===== config.mk =====
export PLATFORM = sky130hd
export DESIGN_NAME = centroid_sched
export DESIGN_NICKNAME = d
export VERILOG_FILES = /design/src/rtl/centroid_pkg.sv /design/src/rtl/centroid_sched_sat_div_req.sv /design/src/rtl/centroid_sched.sv
export SDC_FILE = /design/constraint.sdc
export NUM_CORES = 1
export LEC_CHECK = 0
export CAP_MARGIN = 0
export CELL_PAD_IN_SITES_DETAIL_PLACEMENT = 1
export CELL_PAD_IN_SITES_GLOBAL_PLACEMENT = 2
export CORE_MARGIN = 1.5
export CORE_UTILIZATION = 32
export CTS_BUF_LIST = sky130_fd_sc_hd__clkbuf_4 sky130_fd_sc_hd__clkbuf_8
export DETAILED_ROUTE_END_ITERATION = 10
export PLACE_DENSITY_LB_ADDON = 0.1
export SETUP_SLACK_MARGIN = 0.02
export SKIP_LAST_GASP = 1
export SYNTH_ARGS = -nofsm -noshare
export SYNTH_HDL_FRONTEND = slang
export SYNTH_SLANG_ARGS = --single-unit

===== constraint.sdc =====
create_clock -name clk -period 6.3 [get_ports clk]
set_input_delay 0.945 -clock clk [delete_from_list [all_inputs] [get_ports clk]]
set_output_delay 0.945 -clock clk [all_outputs]
set_load 0.02 [all_outputs]

===== src/rtl/centroid_pkg.sv =====
// Shared types and constants for the centroid post-processing scheduler.
package centroid_pkg;

  typedef enum logic [3:0] {
    IDLE,
    REQ_X,
    WAIT_X,
    REQ_Y,
    WAIT_Y,
    REQ_R,
    WAIT_R,
    REQ_S,
    WAIT_S,
    PUBLISH
  } state_t;

  localparam int unsigned X_MAX = 2047;
  localparam int unsigned Y_MAX = 1023;

  typedef logic [31:0] operand_t;

  // Multiplier must fit in 3 bits so the 35-bit product cannot wrap.
  function automatic operand_t sat_scale(input operand_t value, input int unsigned mul);
    logic [34:0] prod;
    prod = 35'(value) * 35'(mul);
    if (prod[34:32] != 3'b000) begin
      return '1;
    end
    return prod[31:0];
  endfunction

endpackage


===== src/rtl/centroid_sched_sat_div_req.sv =====
// Divider request port: holds operands and valid until accepted, and clamps
// the returned quotient to the ceiling of the job currently in flight.
module sat_div_req
  import centroid_pkg::*;
(
  input  logic     clk,
  input  logic     reset,
  input  logic     load,
  input  logic     abort,
  input  operand_t dividend_next,
  input  operand_t divisor_next,
  input  operand_t sat_max,
  output operand_t div_dividend,
  output operand_t div_divisor,
  output logic     div_in_valid,
  input  logic     div_in_ready,
  input  operand_t div_quotient,
  output logic     accepted,
  output operand_t quotient_sat
);

  operand_t dividend_reg;
  operand_t divisor_reg;
  logic     valid_reg;

  always_ff @(posedge clk) begin
    if (!reset) begin
      dividend_reg <= '0;
      divisor_reg  <= '0;
      valid_reg    <= 1'b0;
    end else if (load) begin
      dividend_reg <= dividend_next;
      divisor_reg  <= divisor_next;
      valid_reg    <= 1'b1;
    end else if (abort || (valid_reg && div_in_ready)) begin
      valid_reg <= 1'b0;
    end
  end

  assign div_dividend = dividend_reg;
  assign div_divisor  = divisor_reg;
  assign div_in_valid = valid_reg;
  assign accepted     = valid_reg && div_in_ready;
  assign quotient_sat = (div_quotient > sat_max) ? sat_max : div_quotient;

endmodule


===== src/rtl/centroid_sched.sv =====
// Per-frame centroid/radius scheduler sharing one divider and one sqrt core.
// Optional watchdog on every request/wait state: define CENTROID_TIMEOUT_EN.
module centroid_sched
  import centroid_pkg::*;
#(
  parameter int unsigned MIN_PIXELS  = 16,
  parameter int unsigned AREA_MUL    = 7,
  parameter int unsigned AREA_DIV    = 22,
  parameter int unsigned TIMEOUT_CYC = 4096
) (
  input  logic        clk,
  input  logic        reset,
  input  logic        frame_done,
  input  logic [31:0] size_in,
  input  logic [31:0] sum_x_in,
  input  logic [31:0] sum_y_in,
  output logic [31:0] div_dividend,
  output logic [31:0] div_divisor,
  output logic        div_in_valid,
  input  logic        div_in_ready,
  input  logic [31:0] div_quotient,
  input  logic        div_out_valid,
  output logic [31:0] sqrt_operand,
  output logic        sqrt_in_valid,
  input  logic        sqrt_in_ready,
  input  logic [15:0] sqrt_result,
  input  logic        sqrt_out_valid,
  output logic [10:0] x_center,
  output logic [9:0]  y_center,
  output logic [15:0] radius,
  output logic        target_found,
  output logic        result_valid,
  output logic        busy,
  output logic [7:0]  overrun_count
`ifdef CENTROID_TIMEOUT_EN
  ,
  output logic        timeout_flag
`endif
);

  state_t   state_reg, state_next;
  operand_t size_reg;
  operand_t sum_y_reg;
  operand_t r2_reg;
  logic [10:0] x_res_reg;
  logic [9:0]  y_res_reg;
  logic [15:0] rad_res_reg;
  logic        found_pend_reg;
  logic        sqrt_valid_reg;

  logic [10:0] x_center_reg;
  logic [9:0]  y_center_reg;
  logic [15:0] radius_reg;
  logic        target_found_reg;
  logic        result_valid_reg;
  logic [7:0]  overrun_count_reg;

  logic     div_load;
  logic     sqrt_load;
  logic     div_accepted;
  logic     timeout_hit;
  operand_t div_dividend_next;
  operand_t div_divisor_next;
  operand_t sat_max;
  operand_t quotient_sat;

  sat_div_req u_div_req (
    .clk           (clk),
    .reset         (reset),
    .load          (div_load),
    .abort         (timeout_hit),
    .dividend_next (div_dividend_next),
    .divisor_next  (div_divisor_next),
    .sat_max       (sat_max),
    .div_dividend  (div_dividend),
    .div_divisor   (div_divisor),
    .div_in_valid  (div_in_valid),
    .div_in_ready  (div_in_ready),
    .div_quotient  (div_quotient),
    .accepted      (div_accepted),
    .quotient_sat  (quotient_sat)
  );

  // The X request loads straight from the frame inputs on the same edge that
  // latches them, so REQ_X already presents valid operands in its first cycle.
  always_comb begin
    state_next        = state_reg;
    div_load          = 1'b0;
    sqrt_load         = 1'b0;
    div_dividend_next = '0;
    div_divisor_next  = '0;
    sat_max           = '1;
    case (state_reg)
      IDLE: begin
        if (frame_done) begin
          if (size_in < MIN_PIXELS) begin
            state_next = PUBLISH;
          end else begin
            state_next        = REQ_X;
            div_load          = 1'b1;
            div_dividend_next = sum_x_in;
            div_divisor_next  = size_in;
          end
        end
      end
      REQ_X: if (div_accepted) state_next = WAIT_X;
      WAIT_X: begin
        sat_max = 32'(X_MAX);
        if (div_out_valid) begin
          state_next        = REQ_Y;
          div_load          = 1'b1;
          div_dividend_next = sum_y_reg;
          div_divisor_next  = size_reg;
        end
      end
      REQ_Y: if (div_accepted) state_next = WAIT_Y;
      WAIT_Y: begin
        sat_max = 32'(Y_MAX);
        if (div_out_valid) begin
          state_next        = REQ_R;
          div_load          = 1'b1;
          div_dividend_next = sat_scale(size_reg, AREA_MUL);
          div_divisor_next  = 32'(AREA_DIV);
        end
      end
      REQ_R: if (div_accepted) state_next = WAIT_R;
      WAIT_R: begin
        if (div_out_valid) begin
          state_next = REQ_S;
          sqrt_load  = 1'b1;
        end
      end
      REQ_S:   if (sqrt_valid_reg && sqrt_in_ready) state_next = WAIT_S;
      WAIT_S:  if (sqrt_out_valid) state_next = PUBLISH;
      PUBLISH: state_next = IDLE;
      default: state_next = IDLE;
    endcase
    if (timeout_hit) begin
      state_next = PUBLISH;
      div_load   = 1'b0;
      sqrt_load  = 1'b0;
    end
  end

  always_ff @(posedge clk) begin
    if (!reset) begin
      state_reg         <= IDLE;
      size_reg          <= '0;
      sum_y_reg         <= '0;
      r2_reg            <= '0;
      x_res_reg         <= '0;
      y_res_reg         <= '0;
      rad_res_reg       <= '0;
      found_pend_reg    <= 1'b0;
      sqrt_valid_reg    <= 1'b0;
      x_center_reg      <= '0;
      y_center_reg      <= '0;
      radius_reg        <= '0;
      target_found_reg  <= 1'b0;
      result_valid_reg  <= 1'b0;
      overrun_count_reg <= '0;
    end else begin
      state_reg <= state_next;

      if (state_reg == IDLE && frame_done) begin
        size_reg       <= size_in;
        sum_y_reg      <= sum_y_in;
        found_pend_reg <= (size_in >= MIN_PIXELS);
      end else if (timeout_hit) begin
        found_pend_reg <= 1'b0;
      end

      if (frame_done && state_reg != IDLE && overrun_count_reg != 8'hFF) begin
        overrun_count_reg <= overrun_count_reg + 8'd1;
      end

      if (div_out_valid) begin
        case (state_reg)
          WAIT_X:  x_res_reg <= quotient_sat[10:0];
          WAIT_Y:  y_res_reg <= quotient_sat[9:0];
          WAIT_R:  r2_reg    <= quotient_sat;
          default: ;
        endcase
      end
      if (state_reg == WAIT_S && sqrt_out_valid) begin
        rad_res_reg <= sqrt_result;
      end

      if (sqrt_load) begin
        sqrt_valid_reg <= 1'b1;
      end else if (timeout_hit || (sqrt_valid_reg && sqrt_in_ready)) begin
        sqrt_valid_reg <= 1'b0;
      end

      // Empty and aborted frames publish found=0 but keep the last good geometry.
      result_valid_reg <= (state_reg == PUBLISH);
      if (state_reg == PUBLISH) begin
        target_found_reg <= found_pend_reg;
        if (found_pend_reg) begin
          x_center_reg <= x_res_reg;
          y_center_reg <= y_res_reg;
          radius_reg   <= rad_res_reg;
        end
      end
    end
  end

`ifdef CENTROID_TIMEOUT_EN
  logic [31:0] wd_cnt_reg;
  logic        timeout_flag_reg;
  logic        wd_active;

  assign wd_active   = (state_reg != IDLE) && (state_reg != PUBLISH);
  assign timeout_hit = wd_active && (wd_cnt_reg == TIMEOUT_CYC - 1);

  always_ff @(posedge clk) begin
    if (!reset) begin
      wd_cnt_reg       <= '0;
      timeout_flag_reg <= 1'b0;
    end else begin
      if (state_next != state_reg) begin
        wd_cnt_reg <= '0;
      end else if (wd_active) begin
        wd_cnt_reg <= wd_cnt_reg + 32'd1;
      end
      if (timeout_hit) begin
        timeout_flag_reg <= 1'b1;
      end
    end
  end

  assign timeout_flag = timeout_flag_reg;
`else
  assign timeout_hit = 1'b0;
`endif

  assign sqrt_operand  = r2_reg;
  assign sqrt_in_valid = sqrt_valid_reg;
  assign x_center      = x_center_reg;
  assign y_center      = y_center_reg;
  assign radius        = radius_reg;
  assign target_found  = target_found_reg;
  assign result_valid  = result_valid_reg;
  assign busy          = (state_reg != IDLE);
  assign overrun_count = overrun_count_reg;

endmodule


### After elaboration in Yosys (flattened, before gate mapping)

Index checks and enable logic that the tools add are counted.

* add/subtract/negate cells: 1
* multiply operators: 1
* magnitude comparators: 3
* equality and inequality tests: 19
* multiplexer cells: 37
* reductions and logical operators: 17

Operators by type and width (number)
* 32-bit 2-to-1 mux: 10
* 32-bit one-hot mux with 3 select lines: 2
* 32-bit one-hot mux with 2 select lines: 1
* 4-bit 2-to-1 mux: 10
* 4-bit one-hot mux with 9 select lines: 1
* 32-bit by 3-bit multiplier with 35-bit output, second input constant: 1
* 32-bit by 5-bit >= comparator with 1-bit output, second input constant: 1
* 32-bit greater-than comparator: 1
* 32-bit by 5-bit < comparator with 1-bit output, second input constant: 1
* 2-bit inequality test, second input constant: 9
* 4-bit by 3-bit equality test with 1-bit output, second input constant: 4
* 1-bit 2-to-1 mux: 11
* 9-bit AND reduction: 1
* 8-bit by 1-bit adder with 8-bit output, second input constant: 1
* 4-bit by 2-bit equality test with 1-bit output, second input constant: 2
* 4-bit equality test, second input constant: 2
* 8-bit inequality test, second input constant: 1
* 2-bit AND reduction: 4
* 1-bit logical AND: 6
* 5-bit 2-to-1 mux: 1
* 4-bit by 1-bit equality test with 1-bit output, second input constant: 1
* 4-bit logical NOT: 1
* 2-bit nonzero test: 2
* 4-bit nonzero test: 1
* 3 further kinds: 3

* flip-flop bits (word level): 251
* input port bits: 151
* output and inout port bits: 146
* logic and storage cells: 96

### Logic depth before layout (Yosys ltp)

Gate-level depths: netlist (run 1).

* depth after elaboration: 8
* depth in mapped cells: 14
* mapped depth without buffers: 12

### Modules after synthesis

A second synthesis (run 1) with hierarchy kept.

* cells, all modules: 1697
* area, all modules: 13825.8 um^2

Modules (own cells, without submodules)
* centroid_sched: times used 1, cells each 1338, area each 10070.9 um^2, seq. area each 3723.6 um^2
* sat_div_req: times used 1, cells each 359, area each 3754.9 um^2, seq. area each 1301.2 um^2

### Worst setup path after synthesis (run 1)

Ideal clock, no wire load.

* path kind: flip-flop to flip-flop
* start: reg state_reg[1]
* end: reg r2_reg[18], in the netlist sqrt_operand[18]
* library setup time: 132 ps
* arrival time: 4101 ps
* data required time: 6168 ps
* slack: 2067 ps
* stages on the path, launching flop included: 15
* path buffers: 3
* period minus slack after synthesis: 4233 ps
* cell sequence: dfxtp_1 buf_2 xnor2_1 nor3_1 ha_1 a21o_1 a21o_1 a211o_1 a2111oi_2 a21oi_1 o31a_1 buf_6 buf_8 nor3_1 nor3_1

* word-level cells in the longest chain between the ends: 4
* elaborated cells between the ends (all ways): 7
* those cells by class: order compare: 1; eq/ne: 3; mux: 2; reduce/logical: 1

RTL lines
* from (decl): line centroid_sched.sv:41 `state_t state_reg, state_next;`
* from (signal assigned): line centroid_sched.sv:163 `state_reg <= state_next;`
* 4-bit by 3-bit equality test with 1-bit output / 4-bit by 2-bit equality test with 1-bit output (equally long branches): line centroid_sched.sv:93 `case (state_reg)`
* 32-bit one-hot mux with 2 select lines: line centroid_sched.sv:93
* 32-bit greater-than comparator: line centroid_sched_sat_div_req.sv:44 `assign quotient_sat = (div_quotient > sat_max) ? sat_max : div_quotient;`
* 32-bit 2-to-1 mux: line centroid_sched_sat_div_req.sv:44
* to (signal assigned): line centroid_sched.sv:181 `WAIT_R: r2_reg <= quotient_sat;`
* to (decl): line centroid_sched.sv:44 `operand_t r2_reg;`

Parallel ways exist; a longest one is shown, timed or not.
A chain may end at the register's enable or synchronous reset.

### Final worst setup path (run 1)

* start: reg size_reg[1]
* end: reg u_div_req.dividend_reg[3], in the netlist u_div_req.div_dividend[3]

* word-level cells in the longest chain between the ends: 8

RTL lines
* from (decl): line centroid_sched.sv:42 `operand_t size_reg;`
* from (signal assigned): line centroid_sched.sv:166 `size_reg <= size_in;`
* 32-bit by 3-bit multiplier with 35-bit output (*): line centroid_pkg.sv:25 `prod = 35'(value) * 35'(mul);`
* 3-bit nonzero test: line centroid_pkg.sv:26 `if (prod[34:32] != 3'b000) begin`
* 1-bit 2-to-1 mux: line centroid_pkg.sv:26
* 1-bit 2-to-1 mux: line centroid_sched.sv:119 `if (div_out_valid) begin`
* 1-bit 2-to-1 mux: line centroid_sched.sv:93
* 32-bit 2-to-1 mux (*): line centroid_pkg.sv:29 `return prod[31:0];`
* 32-bit 2-to-1 mux (*): line centroid_sched.sv:119
* 32-bit one-hot mux with 3 select lines (*): line centroid_sched.sv:93
* to (signal assigned): line centroid_sched_sat_div_req.sv:32 `dividend_reg <= dividend_next;`
* to (decl): line centroid_sched_sat_div_req.sv:22 `operand_t dividend_reg;`

Mark *: on every way between the ends. The rest lies on a longest branch, timed or not. The select of a mux whose other input is x is not followed.

==> summary.md, run 1 <==
| Metric | Value |
|---|---|
| Pleak | `about 6.3 nW` |
| Root Buffer | `clkbuf_8` |
| Final Hold Viols | `0` |
| Worst Skew | `0.0339 ns` |
| WP data arrival | `4.59 ns` |
| First-pass GRT wire length | `71,100 um` |
| Setup crit end kind | `flop` |
| Vias/cell | `5.29` |
| Most common cell after layout, fill and taps aside | `clkdlybuf4s50_1` |
| Largest net degree at the start of global routing | `128` |
| Period Utilization, post-route | `65.4%` |
| Htree depth | `2` |
| Seq/Total Area, Yosys | `40.3%` |
| Most frequent cells in the layout | `clkdlybuf4s50_1 (295), nand2_1 (275), dfxtp_1 (251)` |
| I/O Buffers | `~300` |
| Chip width | `200 um` |
| Die area | `40,200 um^2` |
| Post-synth ARST share | `0%` |
| CTS tree | `done` |
| Drt wl/cell | `slightly below 20 um` |
| Post-CTS Resized | `0` |
| Setup TNS | `0 ns` |
| Num CTS Buffers | `48` |
| Later-pin clock latency in the skew report | `approximately 0.63 ns` |
| Fmax | `0.243 GHz` |
| Initial Util | `32.4%` |
| Slew headroom | `23.4%` |
| DRC viols | `0` |
| Chip Height | `approximately 200 um` |
| Critical path class | `reg -> reg` |
| GR Overflow Total | `0` |
| GRT Total Usage | `between 20 and 25%` |
| Outcome | `finished, final reports clean` |
| Number of synthesized register bits | `251` |
| Inst Count DP | `2,213` |
| Synthesized area | `~12,000 um^2` |
| Post-synth net total | `1,732` |
| DP Wirelength | `32,000 um` |
| Starting DRC count in detailed routing | `545` |
| EDFF count, synth | `0` |
| Critical path peak fanout | `21` |
| Max VDD drop | `approximately 0.14 mV` |
| Critical Path RT | `6.77 ns` |
| Pre-CTS setup slack | `around 1.9 ns` |
| RePlAce Congestion | `0.801` |
| DR pass1 iterations | `7` |
| Main synth FF type | `dfxtp_1` |
| Share of cells above drive strength 1 | `under 10%` |
| Logic pwr share | `18.0%` |
| Clock power frac | `approximately 40%` |
| Initial antenna violation count | `0` |
| Unrepaired setup endpoints after global routing | `no` |
| Pwr dens | `245 nW/um^2` |
| I/O pins | `297` |
| Sw Share | `29.5%` |
| Distinct cells, synth | `a little over 60` |
| Final nets | `1,985` |
| NetSw | `about 1.2 mW` |
| Final std cells w/o fill | `2,290` |
| Mean post-synth cell area | `8.36 um^2` |
| Post-CTS setup buffers | `0` |
| Routed Antenna Nets | `0` |
| Worst hold margin | `0.450 ns` |
| Post-Syn Instances | `between 1,000 and 1,500` |
| Clock transition at path regs | `0.06 ns` |
| Max-cap violations | `0` |
| Antenna Cells | `0` |
| # rows | `just over 70` |
| Via count | `12,104` |
| Fin worst setup slack | `2.18 ns` |
| # clock sinks | `251` |
| Ys Warns | `0` |
| Vias in the first global route | `12,641` |
| Cts hold-fix bufs | `0` |
| Actual slew at the worst max-slew pin | `1.14 ns` |
| Startpoint types | `flop` |
| Final setup vio count | `0` |
| Clock period minus worst slack | `between 4 and 5 ns` |
| Area growth syn-to-layout | `34.1%` |
| Worst Hold Class | `reg -> reg` |
| Sequential cell fraction of total power | `between 40% and 50%` |
| Core Area | `38,600 um^2` |
| Routed wire length | `44,800 um` |
| Maximum buffer depth of the clock tree | `3` |
| Total internal power | `2.89 mW` |
| Final Max Tran Viols | `0` |
stage by stage:
| step | area (um^2) | util [%] | total power, mW |
|---|---|---|---|
| 4_1_cts | 16700 | 43.4 | 4.16 |
| 2_1_floorplan | 12500 | - | 2.15 |
| 6_report | 16700 | 43.4 | 4.09 |
| 3_3_place_gp | 15800 | 41.0 | 2.49 |
| 5_1_grt | 16700 | 43.4 | 4.31 |
| 3_5_place_dp | 15800 | 41.0 | 2.50 |
cell type report:
type	instances	area, um^2
Multi-Input combinational cell	1103	6920
Fill cell	4627	21800
Inverter	28	110
Timing Repair Buffer	313	3090
Tap cell	518	648
Clock buffer	71	865
Sequential cell	251	5020
Clock inverter	6	81.3
final timing paths:
path / startpoint / to / slack, ns / depth (start not counted)
worst max-delay path: size_reg[1] / u_div_req.div_dividend[3] / 2.18 / 12
worst min-delay path: y_res_reg[5] / y_center[5] / 0.45 / 2
worst max register to register: size_reg[1] / u_div_req.div_dividend[3] / 2.18 / 12
worst min register to register: y_res_reg[5] / y_center[5] / 0.45 / 2
synth_stat cells, drive strengths merged, types with 4 or more instances:
cell type  number  area (um^2)
nand2         275         1030
dfxtp         251         5020
a21oi         190          951
nor2          122          498
clkbuf         84          315
o21ai          65          325
ha             57          713
nor3           44          230
a31oi          36          225
fa             32          641
a222oi         29          290
a21o           28          210
inv            28          105
buf            26          149
o221ai         22          199
a221o          21          210
nand4          19          119
xnor2          19          166
nand3          18         90.1
xor2           15          131
a221oi         14          123
a211oi         12         90.1
o211ai         11         82.6
nand2b          9         56.3
nor4            7         43.8
and3            6         37.5
nor2b           6         37.5
o21a            5         37.5
a211o           4         35.0
a41oi           4         35.0
and2            4         25.0
logic make-up after synthesis:
kind of cell / count (synthesis) / share of synthesized area, %
AOI/OAI and AO/OA: 457 / 23.7
muxes: 2 / 0.170
and+or+nand+nor: 521 / 18.0
xor gates and xnor gates: 34 / 2.39
buffers and inverters: 138 / 4.56
adders and majority gates: 89 / 10.8
DFF: 251 / 40.3
per-layer routing:
layer	wire length (um)	track usage [%]
met2	22900	40.3
met4	1150	6.93
met3	1810	4.07
met5	0	0
met1	18900	26.4
power groups by stage:
stage / clock [mW] / combinational [mW] / sequential, mW
detailed placement: 0 / 0.746 / 1.75
global placement: 0 / 0.737 / 1.75
CTS: 1.69 / 0.751 / 1.72
floorplan: 0 / 0.384 / 1.77
global route: 1.77 / 0.812 / 1.73
finish: 1.64 / 0.739 / 1.72
critical path, stage by stage, from the launching register on:
cell      delay, ns
dfxtp_1        0.45
inv_1          0.10
fa_1           0.62
inv_1          0.06
ha_1           0.30
a211oi_1       0.31
o211ai_1       0.17
and3_1         0.22
o211ai_1       0.40
a21oi_1        0.15
o21ai_0        0.19
o311a_1        0.77
a41oi_1        0.21
Note: power is estimated with default switching activity, not from simulation.
==> run 2, diff against run 1 <==
--- a/config.mk
+++ b/config.mk
@@ -9,7 +9,7 @@
 export CELL_PAD_IN_SITES_DETAIL_PLACEMENT = 1
 export CELL_PAD_IN_SITES_GLOBAL_PLACEMENT = 2
 export CORE_MARGIN = 1.5
-export CORE_UTILIZATION = 32
+export CORE_UTILIZATION = 30
 export CTS_BUF_LIST = sky130_fd_sc_hd__clkbuf_4 sky130_fd_sc_hd__clkbuf_8
 export DETAILED_ROUTE_END_ITERATION = 10
 export PLACE_DENSITY_LB_ADDON = 0.1
==> constraint.sdc (replaced) <==
create_clock -name clk -period 3.9 [get_ports clk]
set_input_delay 0.585 -clock clk [delete_from_list [all_inputs] [get_ports clk]]
set_output_delay 0.585 -clock clk [all_outputs]
set_load 0.02 [all_outputs]
==> run 2 against run 1 <==
Net effect: register-to-register slack worse by 1.9 ns; routed wire length up 3.7%; critical endpoint unchanged; clock power up 77%; cell area up 1.7%; highest routed layer unchanged; critical path depth up 1; power up 68%.
==> summary.md, run 2 (synthesis gave the netlist of run 1 again) <==
| Metric | Value |
|---|---|
| Startpoint types | `flop` |
| # rows | `74` |
| Routed wire length | `46,400 um` |
| I/O Buffers | `296` |
| RePlAce Congestion | `0.777` |
| Worst Skew | `0.0343 ns` |
| Worst hold path endpoint | `radius[7]` |
| Most frequent cells in the layout | `clkdlybuf4s50_1 (295), nand2_1 (275), dfxtp_1 (251)` |
| Critical path class | `reg -> reg` |
| Num CTS Buffers | `48` |
| Fmax | `0.273 GHz` |
| Htree depth | `2` |
| Final nets | `2,000` |
| Initial antenna violation count | `0` |
| Critical path peak fanout | `21` |
| Clock period minus worst slack | `about 3.7 ns` |
| Hold path startpoint | `rad_res_reg[7]` |
| Critical R2R Capture | `u_div_req.div_dividend[3]` |
| Period Utilization, post-route | `94.0%` |
| Final std cells w/o fill | `2,329` |
| Fillers | `4,867` |
| Setup slack, reg-to-reg | `0.23 ns` |
| Share of cells above drive strength 1 | `8.01%` |
| Slew headroom | `26.7%` |
| Area growth syn-to-layout | `36.5%` |
| Slowest stage delay, CP | `roughly 0.6 ns` |
| Starting DRC count in detailed routing | `581` |
| Critical Path RT | `4.38 ns` |
| Top cell family by delay on the critical path | `compound AO/OA/AOI/OAI gates` |
| Final Max Tran Viols | `0` |
| Register area | `approximately 5000 um^2` |
| Antenna Cells | `0` |
| Pwr dens | `405 nW/um^2` |
| GRT Total Usage | `between 20% and 30%` |
| Largest net degree at the start of global routing | `70` |
| Routed Antenna Nets | `0` |
| Buffer and inverter count on the worst path | `3` |
| Critical-path cell list | `inv_1 > fa_1 > inv_1 > ha_1 > a211oi_1 > o211ai_1 > and3_1 > o211ai_1 > a21oi_1 > o21ai_0 > o311a_1 > buf_4 > a41oi_1` |
| Most common cell after layout, fill and taps aside | `clkdlybuf4s50_1` |
| Vias in the first global route | `12,465` |
| First-pass GRT wire length | `71,600 um` |
| Setup TNS | `0 ns` |
| Actual slew at the worst max-slew pin | `around 1.1 ns` |
| Worst hold margin | `~0.45 ns` |
| I/O pins | `297` |
| Max VDD drop | `0.223 mV` |
| Cts hold-fix bufs | `0` |
| Placed cell area | `15,900 um^2` |
| Later-pin clock latency in the skew report | `~0.63 ns` |
| Chip Height | `approximately 210 um` |
| DRC viols | `0` |
| Cells on Worst Hold Path | `2` |
| Slowest CP cell | `fa_1` |
| Core Area | `40,900 um^2` |
| Clock transition at path regs | `0.06 ns` |
| GR Overflow Total | `0` |
| Pleak | `6.45 nW` |
| Max-cap violations | `0` |
| Die area | `42,800 um^2` |
| Multi-input logic area | `6930 um^2` |
| RR Startpoint | `size_reg[1]` |
| Inst Count DP | `2,242` |
| DR pass1 iterations | `6` |
| CTS tree | `done` |
| Reg2reg path depth | `13` |
| Drt wl/cell | `19.9 um` |
| Via count | `12,141` |
| Setup crit end kind | `flop` |
| Post-CTS Resized | `0` |
| Post-CTS setup buffers | `0` |
| Chip width | `207 um` |
| Initial Util | `just over 30%` |
| Final setup vio count | `0` |
| Worst Hold Class | `reg -> reg` |
| Pwr Total | `between 6 and 7 mW` |
| WP data arrival | `4.14 ns` |
| Pre-CTS setup slack | `0.302 ns` |
| Vias/cell | `approximately 5.2` |
| Final Hold Viols | `0` |
| Maximum buffer depth of the clock tree | `3` |
| Final instance area | `17,000 um^2` |
| DP Wirelength | `33,700 um` |
| Unrepaired setup endpoints after global routing | `no` |
| # clock sinks | `between 200 and 300` |
| Outcome | `finished, final reports clean` |
| Final Core Density | `41.6%` |
| Fin worst setup slack | `0.234 ns` |
| Root Buffer | `clkbuf_8` |
## run 2: changes by cell type in the layout (fill, tap and decap cells not counted)
cell,before,now
buf_4,17,31
nor3_2,3,2
o31a_2,0,1
clkbuf_8,53,65
nor3_4,0,1
inv_8,2,0
clkinv_2,1,2
clkbuf_4,18,16
o31a_1,1,0
inv_6,1,2
buf_12,0,1
## run 2: routing by layer
metal,global-route usage (%),wire length [um],vias up
met3,3.59,1780,75
met5,0,0,-
li1,-,-,5879
met4,6.81,1290,0
met2,39.3,24000,247
met1,25.8,19300,5940
## run 2: worst max path at each step
| stage | cells past startpoint | slack (ns) | startpoint | to |
|---|---|---|---|---|
| after global routing | 13 | 0.03 | size_reg[1] | u_div_req.div_dividend[3] |
| after CTS | 13 | 0.24 | size_reg[1] | u_div_req.div_dividend[3] |
| final | 13 | 0.23 | size_reg[1] | u_div_req.div_dividend[3] |
| after detailed placement | 13 | 0.30 | size_reg[1] | u_div_req.div_dividend[3] |
| after global placement | 13 | 0.46 | size_reg[1] | u_div_req.div_dividend[3] |
| after floorplan | 14 | 0.28 | state_reg[1] | sqrt_operand[18] |
## run 2: where the power goes
part | switching [mW] | internal [mW]
logic | 0.702 | 0.530
clock network | 1.20 | 1.70
registers | 0.0927 | 2.67
## run 2: cell type report
type / instances / area share, %
Multi-Input combinational cell: 1103 / 40.7
Sequential cell: 251 / 29.5
Timing Repair Buffer: 328 / 18.9
Clock buffer: 81 / 5.96
Tap cell: 532 / 3.91
Inverter: 28 / 0.647
Clock inverter: 6 / 0.426
## run 2: worst register-to-register path, stage by stage, from the launching register on
cell and delay, ns:
dfxtp_1 0.43, inv_1 0.09, fa_1 0.61, inv_1 0.06
ha_1 0.31, a211oi_1 0.31, o211ai_1 0.15, and3_1 0.22
o211ai_1 0.35, a21oi_1 0.14, o21ai_0 0.20, o311a_1 0.20
buf_4 0.26, a41oi_1 0.17
==> run 3, diff against run 2 <==
--- a/config.mk
+++ b/config.mk
@@ -5,12 +5,14 @@
 export SDC_FILE = /design/constraint.sdc
 export NUM_CORES = 1
 export LEC_CHECK = 0
+export ABC_AREA = 1
 export CAP_MARGIN = 0
 export CELL_PAD_IN_SITES_DETAIL_PLACEMENT = 1
 export CELL_PAD_IN_SITES_GLOBAL_PLACEMENT = 2
 export CORE_MARGIN = 1.5
 export CORE_UTILIZATION = 30
 export CTS_BUF_LIST = sky130_fd_sc_hd__clkbuf_4 sky130_fd_sc_hd__clkbuf_8
+export CTS_CLUSTER_DIAMETER = 40
 export DETAILED_ROUTE_END_ITERATION = 10
 export PLACE_DENSITY_LB_ADDON = 0.1
 export SETUP_SLACK_MARGIN = 0.02
==> run 3 against run 2 <==
Net effect: clock skew down 0.0051 ns; worst setup slack gained 0.25 ns; cell area rose by 9.4%; non-clock buffer count fell by 11; sequential power rose by 19%; sequential share of layout area decreased by 2.5 points; final cell count grew 21%; flip-flop and latch count stayed put; highest routed layer is now met5; critical endpoint is now sqrt_operand[19]; largest power group is now combinational logic; global-route usage increased by 0.060 points; die area grew 12%.
==> summary.md, run 3 <==
| Metric | Value |
|---|---|
| Outcome | `finished, final reports clean` |
| Commonest cells post-synth | `nand2_1 (411), dfxtp_1 (251), inv_1 (237)` |
| EDFF count, synth | `0` |
| Chip width | `roughly 220 um` |
| Chip Height | `219 um` |
| Distinct cells, synth | `48` |
| # rows | `79` |
| Initial antenna violation count | `2` |
| Core Area | `46,400 um^2` |
| Cts hold-fix bufs | `0` |
| Mean post-synth cell area | `7.38 um^2` |
| Pleak | `7.87 nW` |
| Initial Util | `30.3%` |
| Final Core Density | `40.2%` |
| Max VDD drop | `0.423 mV` |
| Period Utilization, post-route | `between 80 and 90%` |
| Setup TNS | `0 ns` |
| Post-CTS setup buffers | `0` |
| GRT Total Usage | `21.7%` |
| Critical Path RT | `4.44 ns` |
| Critical path class | `reg -> reg` |
| First-pass GRT wire length | `about 81,000 um` |
| Post-synth ARST share | `0%` |
| DR pass1 iterations | `5` |
| Post-synth net total | `2,142` |
| Pwr dens | `596 nW/um^2` |
| Drt wl/cell | `~19 um` |
| Share of cells above drive strength 1 | `11.3%` |
| Starting DRC count in detailed routing | `615` |
| Die area | `48,100 um^2` |
| CTS tree | `done` |
| Pre-CTS setup slack | `~0.33 ns` |
| Slowest stage delay, CP | `around 0.46 ns` |
| Top cells by area, synth | `dfxtp_1 (36%), nand2_1 (11%), o21ai_0 (7.3%)` |
| Most common cell after layout, fill and taps aside | `nand2_1` |
| Routed wire length | `53,000 um` |
| Most frequent cells in the layout | `nand2_1 (410), clkdlybuf4s50_1 (295), dfxtp_1 (251)` |
| Vias/cell | `4.87` |
| Most frequent CP cell | `nand2_1` |
| GR Overflow Total | `0` |
| Post-Syn Instances | `1,902` |
| Worst Skew | `roughly 0.029 ns` |
| RePlAce Congestion | `0.900` |
| Inst Count DP | `2,729` |
| Later-pin clock latency in the skew report | `0.64 ns` |
| Main synth FF type | `dfxtp_1` |
| Max-cap violations | `0` |
| DRC viols | `0` |
| Via count | `13,752` |
| Number of synthesized register bits | `251` |
| Synthesized area | `14,000 um^2` |
| Final Hold Viols | `0` |
| Top cell family by delay on the critical path | `simple AND/OR/NAND/NOR gates` |
| Critical-path cell list | `nor2_2 > inv_2 > nor2_4 > inv_2 > nand2_2 > ha_1 > nand2_1 > nor2_1 > nand2_1 > nor4_1 > nand2_1 > nand3_1 > nand3_1 > nand2_1 > clkinvlp_4 > a21oi_1` |
| Pwr Total | `11.1 mW` |
| Routed Antenna Nets | `0` |
| Htree depth | `2` |
| Cell taking the most area after synthesis | `dfxtp_1` |
| Maximum buffer depth of the clock tree | `3` |
| Startpoint types | `flop` |
| I/O Buffers | `between 200 and 300` |
| Buffer and inverter count on the worst path | `3` |
| Seq/Total Area, Yosys | `a little over a third` |
| # clock sinks | `roughly 250` |
| Final std cells w/o fill | `2,822` |
| Largest net degree at the start of global routing | `98` |
| Final setup vio count | `0` |
| Slowest CP cell | `dfxtp_1` |
| Unrepaired setup endpoints after global routing | `no` |
| Actual slew at the worst max-slew pin | `1.20 ns` |
| WP data arrival | `3.96 ns` |
| Fin worst setup slack | `a little under 0.5 ns` |
| Top cell type's share of synthesized area | `35.8%` |
| DP Wirelength | `between 30,000 and 40,000 um` |
| Slew headroom | `20.1%` |
| Final Max Tran Viols | `0` |
| Cell with the most instances after synthesis | `nand2_1` |
| I/O pins | `297` |
| Final nets | `2,416` |
| Clock transition at path regs | `~0.050 ns` |
| Area growth syn-to-layout | `32.7%` |
| Ys Warns | `0` |
| Fmax | `0.293 GHz` |
| Critical path peak fanout | `24` |
| Vias in the first global route | `approximately 14,000` |
| Post-CTS Resized | `0` |
| Setup crit end kind | `flop` |
| Clock period minus worst slack | `~3.4 ns` |
| Root Buffer | `clkbuf_8` |
| Num CTS Buffers | `52` |
| Worst Hold Class | `reg -> reg` |
-- run 3: worst min-delay path: stages (launching register included) --
cell and delay, ns:
dfxtp_1 0.30, inv_1 0.04, a21oi_1 0.05
-- run 3: per-layer routing --
| metal | share of wire (%) | global-route usage [%] | vias up |
|---|---|---|---|
| met5 | 0.023 | 0 | - |
| met4 | 2.1 | 5.84 | 2 |
| met3 | 4.6 | 3.69 | 72 |
| met2 | 43 | 32.8 | 284 |
| met1 | 50 | 31.4 | 6606 |
| li1 | - | - | 6788 |
-- run 3: per-stage QoR --
stage,instance area (um^2),hold WS (ns)
final,18600,0.441
after global routing,18600,0.465
after CTS,18600,0.447
after detailed placement,17500,0.438
after global placement,17500,0.431
after floorplan,14000,0.425
-- run 3: cell families after synthesis --
| group | Yosys count | share of synthesized area [%] |
|---|---|---|
| buf+inv | 349 | 10.4 |
| fa+ha+maj | 89 | 9.64 |
| xor+xnor | 16 | 0.998 |
| flops | 251 | 35.8 |
| compound gates | 536 | 21.4 |
| simple gates | 661 | 21.8 |
-- run 3: worst paths after layout --
kind	startpoint	endpoint	slack [ns]	cells past startpoint
max	state_reg[0]	sqrt_operand[19]	0.49	16
min	y_center[7]	y_center[7]	0.44	2
max reg2reg	state_reg[0]	sqrt_operand[19]	0.49	16
min reg2reg	y_center[7]	y_center[7]	0.44	2
-- run 3: final cells by class --
cell class / count / area (um^2)
sequential: 251 / 5020
clock inverter: 15 / 231
timing repair buffer: 317 / 3130
tap: 607 / 759
fill: 5723 / 27700
multi-input combinational: 1302 / 7590
inverter: 252 / 950
antenna: 1 / 2.50
clock buffer: 77 / 941
-- run 3: power by group --
group,switching (mW),internal [mW],total [mW]
registers,0.311,2.97,3.28
clock network,1.26,1.88,3.14
logic,3.01,1.67,4.68
total,4.58,6.52,11.1
